$ cat config.mk
export PLATFORM = sky130hd
export DESIGN_NAME = keystroke_ctrl_flat
export DESIGN_NICKNAME = d
export VERILOG_FILES = /design/src/rtl/keystroke_pkg.sv /design/src/rtl/keystroke_if.sv /design/src/rtl/key_debounce.sv /design/src/rtl/keystroke_ctrl.sv /design/src/flat_wrapper.sv
export SDC_FILE = /design/constraint.sdc
export NUM_CORES = 1
export LEC_CHECK = 0
export BUFFER_PORTS_ARGS = -buffer_cell sky130_fd_sc_hd__buf_4
export CORE_UTILIZATION = 45
export DETAILED_ROUTE_END_ITERATION = 8
export GPL_TIMING_DRIVEN = 1
export HOLD_SLACK_MARGIN = 0.06
export PLACE_DENSITY = 0.65
export SYNTH_ARGS = -nofsm -noshare
export SYNTH_HDL_FRONTEND = slang
export SYNTH_SLANG_ARGS = --single-unit
$ cat constraint.sdc
create_clock -name clk_raw -period 2.2 [get_ports clk_raw]
set_input_delay 0.11 -clock clk_raw [delete_from_list [all_inputs] [get_ports clk_raw]]
set_output_delay 0.11 -clock clk_raw [all_outputs]
set_load 0.01 [all_outputs]
$ cat src/rtl/keystroke_pkg.sv
// keystroke_ctrl shared constants and types.
// Opcodes, keystroke bit map and the FIFO entry layout.
package keystroke_pkg;

  localparam int MAX_LEN         = 32;
  localparam int MAX_LEN_BIT_LEN = 5;
  localparam int DB_CYCLES       = 4;
  localparam int FIFO_DEPTH      = 4;

  localparam logic [1:0] OP_ENTER  = 2'd0;
  localparam logic [1:0] OP_DELETE = 2'd1;
  localparam logic [1:0] OP_CLEAR  = 2'd2;
  localparam logic [1:0] OP_RUN    = 2'd3;

  localparam int KS_ENTER  = 8;
  localparam int KS_DELETE = 9;
  localparam int KS_CLEAR  = 10;
  localparam int KS_RUN    = 11;

  typedef struct packed {
    logic [1:0] op;
    logic [7:0] data;
  } cmd_t;

endpackage

$ cat src/rtl/keystroke_if.sv
// Command handshake between keystroke_ctrl and core.
// The controller is the master; core is the slave.
interface keystroke_if;

  logic       cmd_valid;
  logic       cmd_ready;
  logic [1:0] cmd_op;
  logic [7:0] cmd_data;

  modport master (
    output cmd_valid,
    output cmd_op,
    output cmd_data,
    input  cmd_ready
  );

  modport slave (
    input  cmd_valid,
    input  cmd_op,
    input  cmd_data,
    output cmd_ready
  );

endinterface

$ cat src/rtl/key_debounce.sv
// Per-button debouncer fed from the synchronized input.
// Emits a one-cycle press pulse on an armed 0->1 flip.
module key_debounce
  import keystroke_pkg::*;
#(
  parameter int DB_CYCLES = 4
) (
  input  logic clk_raw,
  input  logic rst_n,
  input  logic din,
  output logic level,
  output logic press
);

  localparam int CW = $clog2(DB_CYCLES + 1);

  logic [CW-1:0] r_cnt;
  logic          r_level;
  logic          r_press;
  logic          r_armed;
  logic [1:0]    r_warm;
  logic          w_diff;
  logic          w_flip;

  assign w_diff = din ^ r_level;
  assign w_flip = w_diff &&
                  (r_cnt == CW'(DB_CYCLES - 1));

  // Arm only after din carries real data and
  // has been seen low, so a key held across
  // reset release never counts as a press.
  always_ff @(posedge clk_raw or negedge rst_n) begin
    if (!rst_n) begin
      r_cnt   <= '0;
      r_level <= 1'b0;
      r_press <= 1'b0;
      r_armed <= 1'b0;
      r_warm  <= '0;
    end else begin
      r_warm  <= {r_warm[0], 1'b1};
      if (r_warm[1] && !din)
        r_armed <= 1'b1;
      r_press <= w_flip && din && r_armed;
      if (!w_diff || w_flip)
        r_cnt <= '0;
      else
        r_cnt <= r_cnt + CW'(1);
      if (w_flip)
        r_level <= din;
    end
  end

  assign level = r_level;
  assign press = r_press;

endmodule

$ cat src/rtl/keystroke_ctrl.sv
// Keystroke input controller: sync, debounce, arbitrate,
// legality-check and queue commands for core.
module keystroke_ctrl
  import keystroke_pkg::*;
(
  input  logic                     clk_raw,
  input  logic                     rst_n,
  input  logic [11:0]              keystroke,
  keystroke_if.master              cmd,
  output logic [MAX_LEN_BIT_LEN:0] buf_len,
  output logic                     buf_full,
  output logic                     buf_empty,
  output logic                     err
);

  localparam int LW = MAX_LEN_BIT_LEN + 1;
  localparam int PW = $clog2(FIFO_DEPTH);

  logic [11:0]   r_s1;
  logic [11:0]   r_s2;
  logic [7:0]    r_data;
  logic [LW-1:0] r_len;
  logic          r_err;
  logic [PW:0]   r_wptr;
  logic [PW:0]   r_rptr;
  cmd_t          r_mem [FIFO_DEPTH];

  logic [3:0]    w_level;
  logic [3:0]    w_press;
  logic [3:0]    w_evt;
  logic [3:0]    w_win;
  logic          w_multi;
  logic [1:0]    w_op;
  logic          w_any;
  logic          w_legal;
  logic [LW-1:0] w_len_nxt;
  logic [PW:0]   w_cnt;
  logic          w_ffull;
  logic          w_wr;
  logic          w_rd;
  logic          w_eset;
  logic          w_eclr;

  always_ff @(posedge clk_raw or negedge rst_n) begin
    if (!rst_n) begin
      r_s1   <= '0;
      r_s2   <= '0;
      r_data <= '0;
    end else begin
      r_s1   <= keystroke;
      r_s2   <= r_s1;
      r_data <= r_s2[7:0];
    end
  end

  for (genvar i = 0; i < 4; i++) begin : g_db
    key_debounce #(
      .DB_CYCLES(DB_CYCLES)
    ) u_db (
      .clk_raw (clk_raw),
      .rst_n   (rst_n),
      .din     (r_s2[KS_ENTER+i]),
      .level   (w_level[i]),
      .press   (w_press[i])
    );
  end

  assign w_evt   = w_press & w_level;
  assign w_multi = (w_evt & (w_evt - 4'd1)) != 4'd0;

  // Bit order is ENTER, DELETE, CLEAR, RUN.
  assign w_win[2] = w_evt[2];
  assign w_win[1] = w_evt[1] & ~w_evt[2];
  assign w_win[0] = w_evt[0] & ~|w_evt[2:1];
  assign w_win[3] = w_evt[3] & ~|w_evt[2:0];

  always_comb begin
    w_op      = OP_ENTER;
    w_any     = 1'b0;
    w_legal   = 1'b0;
    w_len_nxt = r_len;
    unique case (1'b1)
      w_win[2]: begin
        w_op      = OP_CLEAR;
        w_any     = 1'b1;
        w_legal   = 1'b1;
        w_len_nxt = '0;
      end
      w_win[1]: begin
        w_op      = OP_DELETE;
        w_any     = 1'b1;
        w_legal   = r_len != '0;
        w_len_nxt = r_len - LW'(1);
      end
      w_win[0]: begin
        w_op      = OP_ENTER;
        w_any     = 1'b1;
        w_legal   = r_len < LW'(MAX_LEN);
        w_len_nxt = r_len + LW'(1);
      end
      w_win[3]: begin
        w_op      = OP_RUN;
        w_any     = 1'b1;
        w_legal   = 1'b1;
      end
      default: ;
    endcase
  end

  assign w_cnt   = r_wptr - r_rptr;
  assign w_ffull = w_cnt == (PW+1)'(FIFO_DEPTH);
  assign w_wr    = w_any & w_legal & ~w_ffull;
  assign w_rd    = cmd.cmd_valid & cmd.cmd_ready;
  assign w_eset  = w_multi | (w_any & ~w_wr);
  assign w_eclr  = w_wr & (w_op == OP_CLEAR);

  always_ff @(posedge clk_raw or negedge rst_n) begin
    if (!rst_n) begin
      r_wptr <= '0;
      r_rptr <= '0;
      r_len  <= '0;
      r_err  <= 1'b0;
      for (int i = 0; i < FIFO_DEPTH; i++)
        r_mem[i] <= '0;
    end else begin
      if (w_wr) begin
        r_mem[r_wptr[PW-1:0]] <= '{op: w_op, data: r_data};
        r_wptr <= r_wptr + (PW+1)'(1);
        r_len  <= w_len_nxt;
      end
      if (w_rd)
        r_rptr <= r_rptr + (PW+1)'(1);
      r_err <= (r_err & ~w_eclr) | w_eset;
    end
  end

  assign cmd.cmd_valid = r_wptr != r_rptr;
  assign cmd.cmd_op    = r_mem[r_rptr[PW-1:0]].op;
  assign cmd.cmd_data  = r_mem[r_rptr[PW-1:0]].data;

  assign buf_len   = r_len;
  assign buf_full  = r_len == LW'(MAX_LEN);
  assign buf_empty = r_len == '0;
  assign err       = r_err;

endmodule

$ cat src/flat_wrapper.sv
// flat-port wrapper written by rule: the top's interface ports become plain ports
module keystroke_ctrl_flat import keystroke_pkg::*;
  (clk_raw, rst_n, keystroke, buf_len, buf_full, buf_empty, err, cmd_cmd_valid, cmd_cmd_op, cmd_cmd_data, cmd_cmd_ready);
  keystroke_if cmd_i ();
  input  logic clk_raw;
  input  logic rst_n;
  input  logic [11:0] keystroke;
  output logic [MAX_LEN_BIT_LEN:0] buf_len;
  output logic buf_full;
  output logic buf_empty;
  output logic err;
  output wire logic [$bits(cmd_i.cmd_valid)-1:0] cmd_cmd_valid;
  output wire logic [$bits(cmd_i.cmd_op)-1:0] cmd_cmd_op;
  output wire logic [$bits(cmd_i.cmd_data)-1:0] cmd_cmd_data;
  input wire logic [$bits(cmd_i.cmd_ready)-1:0] cmd_cmd_ready;
  assign cmd_cmd_valid = cmd_i.cmd_valid;
  assign cmd_cmd_op = cmd_i.cmd_op;
  assign cmd_cmd_data = cmd_i.cmd_data;
  assign cmd_i.cmd_ready = cmd_cmd_ready;
  keystroke_ctrl u_core (.clk_raw(clk_raw), .rst_n(rst_n), .keystroke(keystroke), .cmd(cmd_i), .buf_len(buf_len), .buf_full(buf_full), .buf_empty(buf_empty), .err(err));
endmodule
After elaboration in Yosys (flattened, before gate mapping)
Index checks and enable logic that the tools add are counted.
- output and inout port bits: 20
- word-level logic and storage cells: 134
- bits in registers: 117
- bitwise logic cells: 23
- magnitude comparators: 4
- $add $sub $neg: 10
- equality and inequality tests: 8
- reduce and logical (&&, ||, !) cells: 40
- multiplexer cells: 14
- operator list (operator ; number):
    $bwmux 40 ; 1
    $mux 10 ; 3
    $bmux 10 s2 ; 1
    $demux 10 s2 ; 1
    $add 3x1->3 const B ; 6
    $pmux 6 s3 ; 1
    $logic_and 1x1->1 ; 17
    $eq 3x2->1 const B ; 4
    $mux 3 ; 4
    $logic_not 1->1 ; 10
    $and 1x1->1 ; 9
    $and 4x4->4 ; 2
    $add 6x1->6 const B ; 1
    $eq 6x6->1 const B ; 1
    $ge 3x3->1 const B ; 2
    $logic_not 6->1 ; 1
    $lt 6x6->1 const B ; 1
    $not 2->3 ; 2
    $pmux 2 s3 ; 1
    $reduce_bool 6->1 ; 1
    $sub 6x1->6 const B ; 1
    $logic_or 1x1->1 ; 4
    $not 1->1 ; 4
    $reduce_bool 4->1 ; 1
    15 further kinds ; 20

Logic depth before layout (Yosys ltp)
- depth in word-level cells: 12
- gate-level depth with buffers: 10
- mapped depth without buffers: 9

By module
Synthesis repeated with hierarchy kept, for this count alone.
- cells, all modules: 312
- area, all modules: 4780.8 um2
- by module, submodules not included (module ; area an instance (um2) ; cells an instance ; instances):
    keystroke_ctrl ; 3599.7 ; 224 ; 1
    key_debounce ; 295.3 ; 22 ; 4

Least setup slack after synthesis
Ideal clock, no wire load.
- path type: register to register
- start: reg u_core.r_len[1], in the netlist u_core.buf_len[1]
- end: reg u_core.r_mem[0] (netlist bit)
- required time: 2.075 ns
- buffers on the path: 2
- setup slack: -0.192 ns
- setup time: 0.125 ns
- arrival time: 2.267 ns
- stages on the path, launching flop included: 8
- path through: dfrtp_1 or4_4 o311a_1 o32a_1 buf_6 nand3_4 buf_12 mux2_4
- word-level cells in the longest chain between the ends: 4
- elaborated cells between the ends (all ways): 5
- RTL lines (what ; RTL line ; text):
    start: declaration ; keystroke_ctrl.sv:22 ; logic [LW-1:0] r_len;
    start signal: assignment ; keystroke_ctrl.sv:129 ; r_len <= w_len_nxt;
    $lt 6x6->1 or $reduce_bool 6->1 (tied branches) ; keystroke_ctrl.sv:98, keystroke_ctrl.sv:92 ;
    $pmux 1 s3 (*) ; keystroke_ctrl.sv:82 ; unique case (1'b1)
    $and 1x1->1 (*) (2 in a row) ; keystroke_ctrl.sv:112 ; assign w_wr = w_any & w_legal & ~w_ffull;
    end signal: indexed assignment ; keystroke_ctrl.sv:127 ; r_mem[r_wptr[PW-1:0]] <= '{op: w_op, data: r_data};
    end: declaration ; keystroke_ctrl.sv:26 ; cmd_t r_mem [FIFO_DEPTH];
Every way passes the cells marked *; elsewhere a longest branch is shown, timed or not.
A chain may end at the register's enable or synchronous reset.

Worst setup path after layout
- start: reg u_core.r_len[2], in the netlist u_core.buf_len[2]
- end: reg u_core.r_mem[0] (netlist bit)
The elaborated chain is that of the path after synthesis.

==> flow_summary.ini <==
[logic_synthesis]
synth.distinct_cells = 37
synthTopCellsByArea = dfrtp_1 61%, mux2_2 9.1%, ha_1 5.5%, mux4_2 4.9%, mux2_4 3.0%
synthCells = 306
netlist_area_um2 = 4570
yosysTopAreaCell = dfrtp_1
syn_nets = 342
synth_seq_cells = 111
synth_top_area_share_pct = 60.8
yosysWarnings = 0
syn_area_per_cell_um2 = 14.9
ys_seq_area_share_pct = 60.8

[clock_tree]
cts_buffers = 9
insertion_delay_ps = 380
path_clk_slew_ps = 120
cts.sinks = 111
cts_root_buffer = clkbuf_8
clockBufferDepth = 2
cts_tree = yes
htree_levels = 3

[sta]
max_freq_mhz = 423
drv_slew = 0
setup_viol = 44
hold_viol = 0
hold_ws_ps = 230
fin_crit_ps = 2370
finalWorstSetupSlack_ps = -166
slew_headroom_pct = 65.5
rsz0062_at_grt = yes
skew_ps = 15.3
post-route-period-util_pct = 108
tightest_slew_ps = 518

[cells_and_area]
nNetsFinal = 426
syn2layout_area_growth_pct = 25.3
final_util_pct = 58.2
mostFrequentLayoutCells = 111 x dfrtp_1, 55 x buf_4, 32 x mux2_4
antenna_cells = 0
drive_above_1_share_pct = 38.7
final_common_cell = dfrtp_1

[worst_setup_path]
rr_endpoint = u_core.r_mem[0]
crit_type = register to register
critPathRequiredTime_ps = 2470
endpoint_kind = register
r2r_slack_ps = -170
reg2reg_depth = 6
path_max_fanout = 5
r2r_start = u_core.buf_len[2]
arrival_ps = 2640
cp-start-kind = register

[grt]
grt_pass1_wl_um = 13300
grt.overflow.total = 0
grt_pass1_vias = 2692
grt_usage_pct = 17.1
grt_max_degree = 74
antenna_found_initial = 0

[floorplan]
num_io_pins = 35
rows = 36
die_w_um = 103
core_um2 = 9820
start_util_pct = 46.5
dieArea_um2 = 10600
fp.dieH_um = 103

[route]
vias = 2596
initialDrtViolationCount = 54
wl_per_cell_um = 15.1
routed_wl_um = 7980
ant_nets = 0
dr.pass1.iters = 4
viasPerCell = 4.92
drc = 0

[run_status]
status = finished, violations left
violations = setup timing

[placed_design]
portBuffers = 34
pre_cts_slack_ps = -288
dp_hpwl_um = 5220
gp_congestion = 0.772

[pwr]
leakage_uw = 0.00286
p_total_uw = 4790
vdd_drop_max_mv = 0.503
power_density_nw_per_um2 = 838

[job]
maxCapViolCount = 0

[worst_hold_path]
hold_class = input pin to asynchronous set/reset pin
critical path, stage by stage, from the launching register on:
cell     delay [ps]
dfrtp_1         390
or4_4           540
o311a_1         310
o32a_4          440
nand3_4         150
buf_12          140
mux2_4          300
timing repair:
item / in CTS / in global routing
hold endpoints to repair: 52 / 0
gates resized for setup: 14 / 10
pin swaps: 7 / 1
hold buffers: 14 / 0
endpoints found under the setup margin: 50 / 50
setup buffers: 5 / 0
flip-flops by register name, summed over array words and instances (netlist names):
name / cells
u_core.r_s1: 12
u_core.g_db.u_db.press: 4
u_core.g_db.u_db.level: 4
u_core.g_db.u_db.r_armed: 4
u_core.r_mem: 40
u_core.err: 1
u_core.r_wptr: 3
u_core.r_rptr: 3
u_core.g_db.u_db.r_cnt: 12
u_core.r_data: 8
u_core.r_s2: 12
u_core.buf_len: 6
u_core.g_db.u_db.r_warm: 2
power by group:
| group | switching [uW] | internal (uW) |
|---|---|---|
| Sequential | 121 | 2250 |
| Combinational | 607 | 574 |
| Clock | 754 | 482 |
worst max-delay path by stage:
stage / from / cells after the start / slack, ps / end
final: u_core.buf_len[2] / 6 / -170 / u_core.r_mem[0]
after detailed placement: u_core.buf_len[2] / 5 / -290 / u_core.r_mem[38]
after floorplan: u_core.buf_len[2] / 7 / -180 / u_core.r_mem[0]
after global placement: u_core.buf_len[2] / 5 / -250 / u_core.r_mem[8]
after global routing: u_core.buf_len[2] / 6 / -210 / u_core.r_mem[1]
after CTS: u_core.buf_len[2] / 5 / -160 / u_core.r_mem[38]
per-layer routing:
layer | track usage, % | vias to the layer above | share of wire [%]
met5 | 0 | - | 0
met4 | 3.96 | 0 | 0.59
met3 | 5.15 | 5 | 2.9
met2 | 27.5 | 28 | 49
met1 | 22.8 | 1324 | 47
li1 | - | 1239 | -
cells in the mapped netlist:
library cell  number
mux2_2            37
a211o_1            1
a21o_2             2
nand3_1            5
mux2_4             9
nand2_1           11
nand2b_1           5
nor2_1            13
inv_1             21
dfrtp_1          111
nand4_1            1
nand3_4            4
a21o_1             5
o21ai_0            4
maj3_1             1
o2bb2ai_1          4
conb_1             1
nor3_1             6
a22o_1             1
xor2_1             7
o21bai_1           2
o32a_1             1
buf_1              2
or4_4              1
buf_6              1
buf_12             1
a21oi_1            5
ha_1              20
a211oi_1           2
o211ai_1           1
o311a_1            1
and2_2             1
xnor2_1            6
nand2_2            1
fa_1               1
a21boi_0           1
mux4_2            10
per-stage QoR:
stage / TNS [ps] / cells / cell area [um^2]
global placement: -9800 / 493 / 5210
CTS: -5000 / 528 / 5670
detailed placement: -10800 / 493 / 5210
finish: -5300 / 528 / 5720
floorplan: -6540 / 306 / 4630
global route: -7840 / 528 / 5720
cell families after synthesis:
logic type               Yosys count  share of synthesized area [%]
flip-flops                       111                           60.8
AND/OR/NAND/NOR                   48                           6.08
XOR/XNOR                          13                           2.49
other                              1                         0.0821
AO/OA/AOI/OAI                     30                           4.77
buffers and inverters             25                           2.58
multiplexers                      56                           17.0
adder cells (fa/ha/maj)           22                           6.14
area by class of cell:
| class | count | area [um^2] |
|---|---|---|
| timing repair buffer | 77 | 669 |
| fill | 799 | 4100 |
| clock inverter | 6 | 72.6 |
| clock buffer | 10 | 138 |
| tap | 133 | 166 |
| inverter | 21 | 78.8 |
| multi-input combinational | 170 | 1820 |
| sequential | 111 | 2780 |
No activity file was read; power rests on OpenSTA's default activity.
